$ cat src/rtl/tmds_link_sequencer.sv
// TMDS link start-up/shutdown sequencer ahead of the OSER10 bank: lock qualify, serializer reset, preamble, run.
// Latency: 1 cycle on every input-to-output path; no backpressure, words pass through unconditionally in RUN.
module tmds_link_sequencer #(
  parameter int NUM_CHANNELS    = 3,
  parameter int LOCK_CYCLES     = 1024,
  parameter int RST_CYCLES      = 16,
  parameter int PREAMBLE_CYCLES = 64
) (
  input  logic                         clk_pixel,
  input  logic                         reset_n,
  input  logic                         enable,
  input  logic                         hpd,
  input  logic                         pll_lock,
  input  logic                         frame_start,
  input  logic                         hsync,
  input  logic                         vsync,
  input  logic [NUM_CHANNELS-1:0][9:0] tmds_in,
  output logic [NUM_CHANNELS-1:0][9:0] tmds_internal,
  output logic                         ser_reset,
  output logic                         link_up,
  output logic [2:0]                   state_o
);

  localparam int LW = $clog2(LOCK_CYCLES + 1);
  localparam int RW = $clog2(RST_CYCLES + 1);
  localparam int PW = $clog2(PREAMBLE_CYCLES + 1);

  localparam logic [LW-1:0] LOCK_LAST = LW'(LOCK_CYCLES - 1);
  localparam logic [LW-1:0] LOCK_SAT  = LW'(LOCK_CYCLES);
  localparam logic [RW-1:0] RST_LAST  = RW'(RST_CYCLES - 1);
  localparam logic [PW-1:0] PRE_SAT   = PW'(PREAMBLE_CYCLES);

  localparam logic [9:0] CTL00 = 10'b1101010100;
  localparam logic [9:0] CTL01 = 10'b0010101011;
  localparam logic [9:0] CTL10 = 10'b0101010100;
  localparam logic [9:0] CTL11 = 10'b1010101011;

  typedef enum logic [2:0] {
    IDLE      = 3'd0,
    LOCK_WAIT = 3'd1,
    SER_RST   = 3'd2,
    PREAMBLE  = 3'd3,
    RUN       = 3'd4
  } state_t;

  state_t          state, state_nxt;
  logic [LW-1:0]   lock_cnt;
  logic [RW-1:0]   rst_cnt;
  logic [PW-1:0]   pre_cnt;
  logic            go;

  function automatic logic [9:0] ctl_sym(input logic c1, input logic c0);
    logic [9:0] sym;
    case ({c1, c0})
      2'b00:   sym = CTL00;
      2'b01:   sym = CTL01;
      2'b10:   sym = CTL10;
      default: sym = CTL11;
    endcase
    return sym;
  endfunction

  always_comb begin
    go        = enable & hpd & pll_lock;
    state_nxt = state;
    case (state)
      IDLE:      if (go) state_nxt = LOCK_WAIT;
      LOCK_WAIT: if (pll_lock && lock_cnt == LOCK_LAST) state_nxt = SER_RST;
      SER_RST:   if (rst_cnt == RST_LAST) state_nxt = PREAMBLE;
      PREAMBLE:  if (frame_start && pre_cnt == PRE_SAT) state_nxt = RUN;
      RUN:       state_nxt = RUN;
      default:   state_nxt = IDLE;
    endcase
    // Losing any of enable/hpd/lock outranks every forward transition.
    if (state != IDLE && !go) state_nxt = IDLE;
  end

  always_ff @(posedge clk_pixel) begin
    if (!reset_n) begin
      state     <= IDLE;
      lock_cnt  <= '0;
      rst_cnt   <= '0;
      pre_cnt   <= '0;
      ser_reset <= 1'b1;
      link_up   <= 1'b0;
      for (int i = 0; i < NUM_CHANNELS; i++) tmds_internal[i] <= CTL00;
    end else begin
      state <= state_nxt;

      // Counters only advance while remaining in their own state, so entry always starts from zero.
      if (state == LOCK_WAIT && state_nxt == LOCK_WAIT && pll_lock)
        lock_cnt <= (lock_cnt == LOCK_SAT) ? lock_cnt : lock_cnt + 1'b1;
      else
        lock_cnt <= '0;

      if (state == SER_RST && state_nxt == SER_RST)
        rst_cnt <= rst_cnt + 1'b1;
      else
        rst_cnt <= '0;

      if (state == PREAMBLE && state_nxt == PREAMBLE)
        pre_cnt <= (pre_cnt == PRE_SAT) ? pre_cnt : pre_cnt + 1'b1;
      else
        pre_cnt <= '0;

      ser_reset <= !(state_nxt == PREAMBLE || state_nxt == RUN);
      link_up   <= (state_nxt == RUN);

      for (int i = 0; i < NUM_CHANNELS; i++) begin
        if (state_nxt == RUN)
          tmds_internal[i] <= tmds_in[i];
        else if (i == 0)
          tmds_internal[i] <= ctl_sym(vsync, hsync);
        else
          tmds_internal[i] <= CTL00;
      end
    end
  end

  assign state_o = state;

endmodule

$ cat config.mk
export PLATFORM = sky130hd
export DESIGN_NAME = tmds_link_sequencer
export DESIGN_NICKNAME = d
export VERILOG_FILES = /design/src/rtl/tmds_link_sequencer.sv
export SDC_FILE = /design/constraint.sdc
export NUM_CORES = 1
export LEC_CHECK = 0
export BUFFER_PORTS_ARGS = -buffer_cell sky130_fd_sc_hd__buf_2
export CORE_MARGIN = 5
export CORE_UTILIZATION = 53
export DETAILED_ROUTE_END_ITERATION = 10
export GPL_ROUTABILITY_DRIVEN = 0
export HOLD_SLACK_MARGIN = 0.15
export PLACE_DENSITY = 0.94
export SYNTH_ARGS = -nofsm -noshare
export SYNTH_HDL_FRONTEND = slang
export SYNTH_SLANG_ARGS = --single-unit
$ cat constraint.sdc
create_clock -name clk_pixel -period 4.5 [get_ports clk_pixel]
set_input_delay 0.45 -clock clk_pixel [delete_from_list [all_inputs] [get_ports clk_pixel]]
set_output_delay 0.45 -clock clk_pixel [all_outputs]
set_load 0.02 [all_outputs]
# After elaboration in Yosys (flattened, before gate mapping)
# Index checks and enable logic that the tools add are counted.
dict set report totals {
  ff_bits 58
  in_bits 38
  out_inout_bits 35
  word_cells 53
}
dict set report classes {
  n_addsub 3
  n_eq_ne 14
  mux 8
  n_bitwise 2
  reduce_logical 17
}
# cell n
set op_table {}
lappend op_table {{$pmux W10 S3} 1}
lappend op_table {{$mux W3} 5}
lappend op_table {{$pmux W3 S5} 1}
lappend op_table {{$eq A3 B2 Y1 const B} 4}
lappend op_table {{$add A11 B1 Y11 const B} 1}
lappend op_table {{$eq A11 B10 Y1 const B} 1}
lappend op_table {{$eq A11 B11 Y1 const B} 1}
lappend op_table {{$mux W10} 1}
lappend op_table {{$reduce_and A2 Y1} 4}
lappend op_table {{$add A7 B1 Y7 const B} 1}
lappend op_table {{$eq A7 B7 Y1 const B} 1}
lappend op_table {{$logic_and A1 B1 Y1} 7}
lappend op_table {{$eq A3 B1 Y1 const B} 2}
lappend op_table {{$eq A3 B3 Y1 const B} 2}
lappend op_table {{$add A5 B1 Y5 const B} 1}
lappend op_table {{$eq A5 B4 Y1 const B} 1}
lappend op_table {{$logic_not A3 Y1} 1}
lappend op_table {{$reduce_bool A3 Y1} 1}
lappend op_table {{$and A1 B1 Y1} 2}
lappend op_table {{$eq A2 B1 Y1 const B} 1}
lappend op_table {{$eq A2 B2 Y1 const B} 1}
lappend op_table {{$logic_not A1 Y1} 2}
lappend op_table {{$logic_not A2 Y1} 1}
lappend op_table {{$logic_or A1 B1 Y1} 1}

# Longest topological paths before layout
dict set report logic_depth {
  word_depth 9
  mapped_depth 7
  ltp_nobuf 6
}

# Worst setup path before layout
# OpenSTA, ideal clock, no wires.
dict set report synth_path {
  path_kind {flip-flop to flip-flop}
  start {register state[0], in the netlist state_o[0]}
  end {register pre_cnt[2]}
  setup_time_ps 73
  arrival_time_ps 2025
  required_time_ps 4427
  setup_slack_ps 2401
  path_stages_with_launch 5
  n_path_buf 0
  synth_period_minus_slack_ps 2099
  path_cell_list {dfxtp_1 or3b_1 or4_4 a2111o_1 nor3_2}
}
dict set report synth_between {
  elab_chain_len 6
  elab_cells_between_ends 16
  classes_between {eq/ne (5); mux (6); reduce/logical (5)}
}
# item line_no
set synth_rtl {}
lappend synth_rtl {{start, declared} 46} ;# state_t state, state_nxt;
lappend synth_rtl {{start signal, assigned} 88} ;# state <= state_nxt;
lappend synth_rtl {{$eq A3 B3 Y1 (tied with other cells)} 66} ;# case (state)
lappend synth_rtl {{$pmux W3 S5 or $logic_and A1 B1 Y1 (tied branches)} {66, 75}}
lappend synth_rtl {{$mux W3} 75} ;# if (state != IDLE && !go) state_nxt = IDLE;
lappend synth_rtl {{$eq A3 B2 Y1} 101} ;# if (state == PREAMBLE && state_nxt == PREAMBLE)
lappend synth_rtl {{$logic_and A1 B1 Y1 *} 101}
lappend synth_rtl {{$reduce_and A2 Y1 (no source line) *} n/a}
lappend synth_rtl {{end signal, assigned} 102} ;# pre_cnt <= (pre_cnt == PRE_SAT) ? pre_cnt : pre_cnt + 1'b1;
lappend synth_rtl {{end, declared} 49} ;# logic [PW-1:0] pre_cnt;
# Every way passes the cells marked *; elsewhere a longest branch is shown, timed or not.
# A chain may end at the register's enable or synchronous reset.

# Worst setup path after layout
dict set report layout_path {
  start {register pre_cnt[2]}
  end {register tmds_internal[18] in the netlist's numbering}
}
dict set report layout_between {
  elab_chain_len 7
}
# item line_no
set layout_rtl {}
lappend layout_rtl {{$eq A7 B7 Y1} 70} ;# PREAMBLE: if (frame_start && pre_cnt == PRE_SAT) state_nxt = RUN;
lappend layout_rtl {{$logic_and A1 B1 Y1} 70}
lappend layout_rtl {{$mux W3} 70}
lappend layout_rtl {{$pmux W3 S5} 66}
lappend layout_rtl {{$mux W3} 75}
lappend layout_rtl {{$eq A3 B3 Y1} 110} ;# if (state_nxt == RUN)
lappend layout_rtl {{$reduce_and A2 Y1 (no source line)} n/a}
lappend layout_rtl {{end signal, assigned by index} 111} ;# tmds_internal[i] <= tmds_in[i];
lappend layout_rtl {{end signal, assigned by index} 113} ;# tmds_internal[i] <= ctl_sym(vsync, hsync);
lappend layout_rtl {{end, declared} 18} ;# output logic [NUM_CHANNELS-1:0][9:0] tmds_internal,
# No other way between the ends.

==> results.sh <==
export IMPL_ff_latch_area_um2=1161
export IMPL_drv_slew=0
export IMPL_post_synth_top_count_cell="dfxtp_1"
export IMPL_switching_share_pct=21.05
export IMPL_cts_setup_buffers=0
export IMPL_fin_util_pct=70.71
export IMPL_synth_commonest_cells="dfxtp_1 (58), nor2_1 (26), nand2b_1 (12), nand3_1 (12)"
export IMPL_comb_power_share_pct=4.8
export IMPL_via_count=1888
export IMPL_cap_violations=0
export IMPL_gr_total_overflow=0
export IMPL_fp_coreArea_um2=4058
export IMPL_crit_top_cell="or4_4"
export IMPL_rsz0062_at_grt="false"
export IMPL_switching_power_uw=232.0
export IMPL_drt_iter0_markers=146
export IMPL_cts_buffers=9
export IMPL_drive_above_1_share_pct=31.27
export IMPL_peakVddDrop_v=0.0002247
export IMPL_ant_nets=0
export IMPL_grt_use_total_pct=20.47
export IMPL_cellPowerDensity_nw_per_um2=384.1
export IMPL_synth_cell_type_count=43
export IMPL_synth_area_per_cell_um2=10.12
export IMPL_fillCellCount=256
export IMPL_h_tree_depth=3
export IMPL_start_kind="register"
export IMPL_diodes=0
export IMPL_total_leakage_power_nw=1.187
export IMPL_syn_to_final_growth_pct=27.11
export IMPL_grt_max_degree=23
export IMPL_num_rows=23
export IMPL_worstSetupPathType="reg2reg"
export IMPL_synth_top_area_share_pct=51.44
export IMPL_async_flop_share_pct=0
export IMPL_die_area_um2=5664
export IMPL_fp_dieW_um=75.26
export IMPL_grt_pass1_wl_um=8500
export IMPL_start_util_pct=55.63
export IMPL_cts_root_buf="clkbuf_8"
export IMPL_tns_ps=0
export IMPL_power_internal_uw=870.1
export IMPL_synth_top_area_cell="dfxtp_1"
export IMPL_wl_um=5462
export IMPL_cp_slowest_stage_delay_ps=690
export IMPL_hold_class="in2reg"
export IMPL_route_detailed_drc=0
export IMPL_worst_pin_slew_ps=850.3
export IMPL_synth_ff_type="dfxtp_1"
export IMPL_synth_top_cells_by_area="dfxtp_1 (51%), ha_1 (5.5%), nor2_1 (4.3%)"
export IMPL_hpwl_um=3630
export IMPL_cp_max_fo=22
export IMPL_drtPass1Iterations=4
export IMPL_cts_tree="done"
export IMPL_clock_power_share_pct=47.8
export IMPL_path_clk_slew_ps=70
export IMPL_whs_ps=285.0
export IMPL_postCtsHoldBufs=0
export IMPL_cp_end_kind="register"
export IMPL_clk_path_buf_depth=2
export IMPL_synth_area_um2=2257
export IMPL_ys_ff_latch=58
export IMPL_hold_violations=0
export IMPL_ys_seq_area_share_pct=51.44
export IMPL_syn_inst=223
export IMPL_antenna_found_initial=0
export IMPL_worstPathArrival_ps=2730
export IMPL_required_ps=4680
export IMPL_finalCriticalPeriod_ps=2547
export IMPL_clk_latency_ps=340
export IMPL_clock_sinks=58
export IMPL_die_h_um=75.26
export IMPL_first_global_vias=1811
export IMPL_synth_edf_count=0
export IMPL_cts_resized=0
export IMPL_seqPwrFrac_pct=47.4
export IMPL_vias_per_cell=5.289
export IMPL_critPathSlowestCell="a21oi_2"
export IMPL_wl_per_cell_um=15.30
export IMPL_path_cells="or4_4 > or4_4 > a21oi_2 > nand2b_1"
export IMPL_skew_ps=11.82
export IMPL_yosysWarnings=0
export IMPL_timing_fmax_mhz=392.6
export IMPL_slew_headroom_pct=43.32
export IMPL_multi_input_area_um2=1028
export IMPL_ios=73
export IMPL_syn_nets=271
export IMPL_nNetsFinal=350
export IMPL_io_buffers=72
export IMPL_min_period_over_period_pct=56.60
export IMPL_finalSetupViolCount=0
export IMPL_status="completed"
## area by class of cell
cell class,instances,share of cell area [%]
sequential,58,40.47
multi-input combinational,151,35.85
timing repair buffer,72,12.56
clock buffer,11,4.928
clock inverter,5,2.704
tap,50,2.181
inverter,10,1.308
## cell families (layout without fill, tap and decap cells)
group                    after synthesis  in the layout  synth area share [%]
multiplexers                           2              2                0.8870
flip-flops                            58             58                 51.44
XOR/XNOR                              16             16                 6.209
buffers and inverters                 14             98                 2.993
adder cells (fa/ha/maj)               11             11                 5.987
AND/OR/NAND/NOR                       93             93                 23.67
AO/OA/AOI/OAI                         29             29                 8.814
## flip-flops by register name (all words and copies together), names as in the netlist
name,count
tmds_internal,30
rst_cnt,5
state_o,3
pre_cnt,7
lock_cnt,11
link_up,1
ser_reset,1
## power groups by stage
stage	Clock, mW	Sequential, mW	Combinational, mW
after floorplan	0	0.542	0.0163
after detailed placement	0	0.534	0.0512
after global routing	0.559	0.523	0.0572
after CTS	0.532	0.522	0.0527
after global placement	0	0.534	0.0506
final	0.527	0.522	0.0526
## layer usage
layer	vias to the layer above	track usage, %	part of all wire [%]
met5	-	0	0
met4	0	9.126	2.0
met3	11	7.877	11
met2	97	35.40	49
met1	860	22.17	39
li1	920	-	-
## cell usage in the layout (no fill, tap or decap), types with 3 or more instances in the layout
master    instances
a21oi_1           9
and2_1           10
and3_1            5
buf_2            72
clkbuf_8         10
dfxtp_1          58
ha_1             10
inv_1            10
nand2_1           3
nand2b_1         12
nand3_1          12
nand3b_1          3
nand4_1           3
nor2_1           26
o21a_1            5
o21ai_0           5
or4_4             3
xnor2_1           8
xor2_1            8
## worst paths after layout
path | endpoint | slack (ps) | start | depth (start not counted)
min reg2reg | rst_cnt[0] | 450 | rst_cnt[0] | 1
max reg2reg | tmds_internal[18] | 1950 | pre_cnt[2] | 4
max | tmds_internal[18] | 1950 | pre_cnt[2] | 4
min | tmds_internal[29] | 290 | tmds_in[29] | 2
## critical path: cells and delay by family, from the launching register on
family / cells / cell delay, ps
and+or+nand+nor: 3 / 1350
DFF: 1 / 350
AOI/OAI and AO/OA: 1 / 690
## metrics by stage
stage	setup WS, ps	power, mW	instance area [um^2]	cells
finish	1953	1.102	2869	357
global route	1838	1.139	2869	357
CTS	1953	1.107	2869	357
detailed placement	2009	0.5849	2650	341
global placement	2084	0.5846	2650	341
floorplan	2401	0.5585	2257	223
No activity file was read; power rests on OpenSTA's default activity.
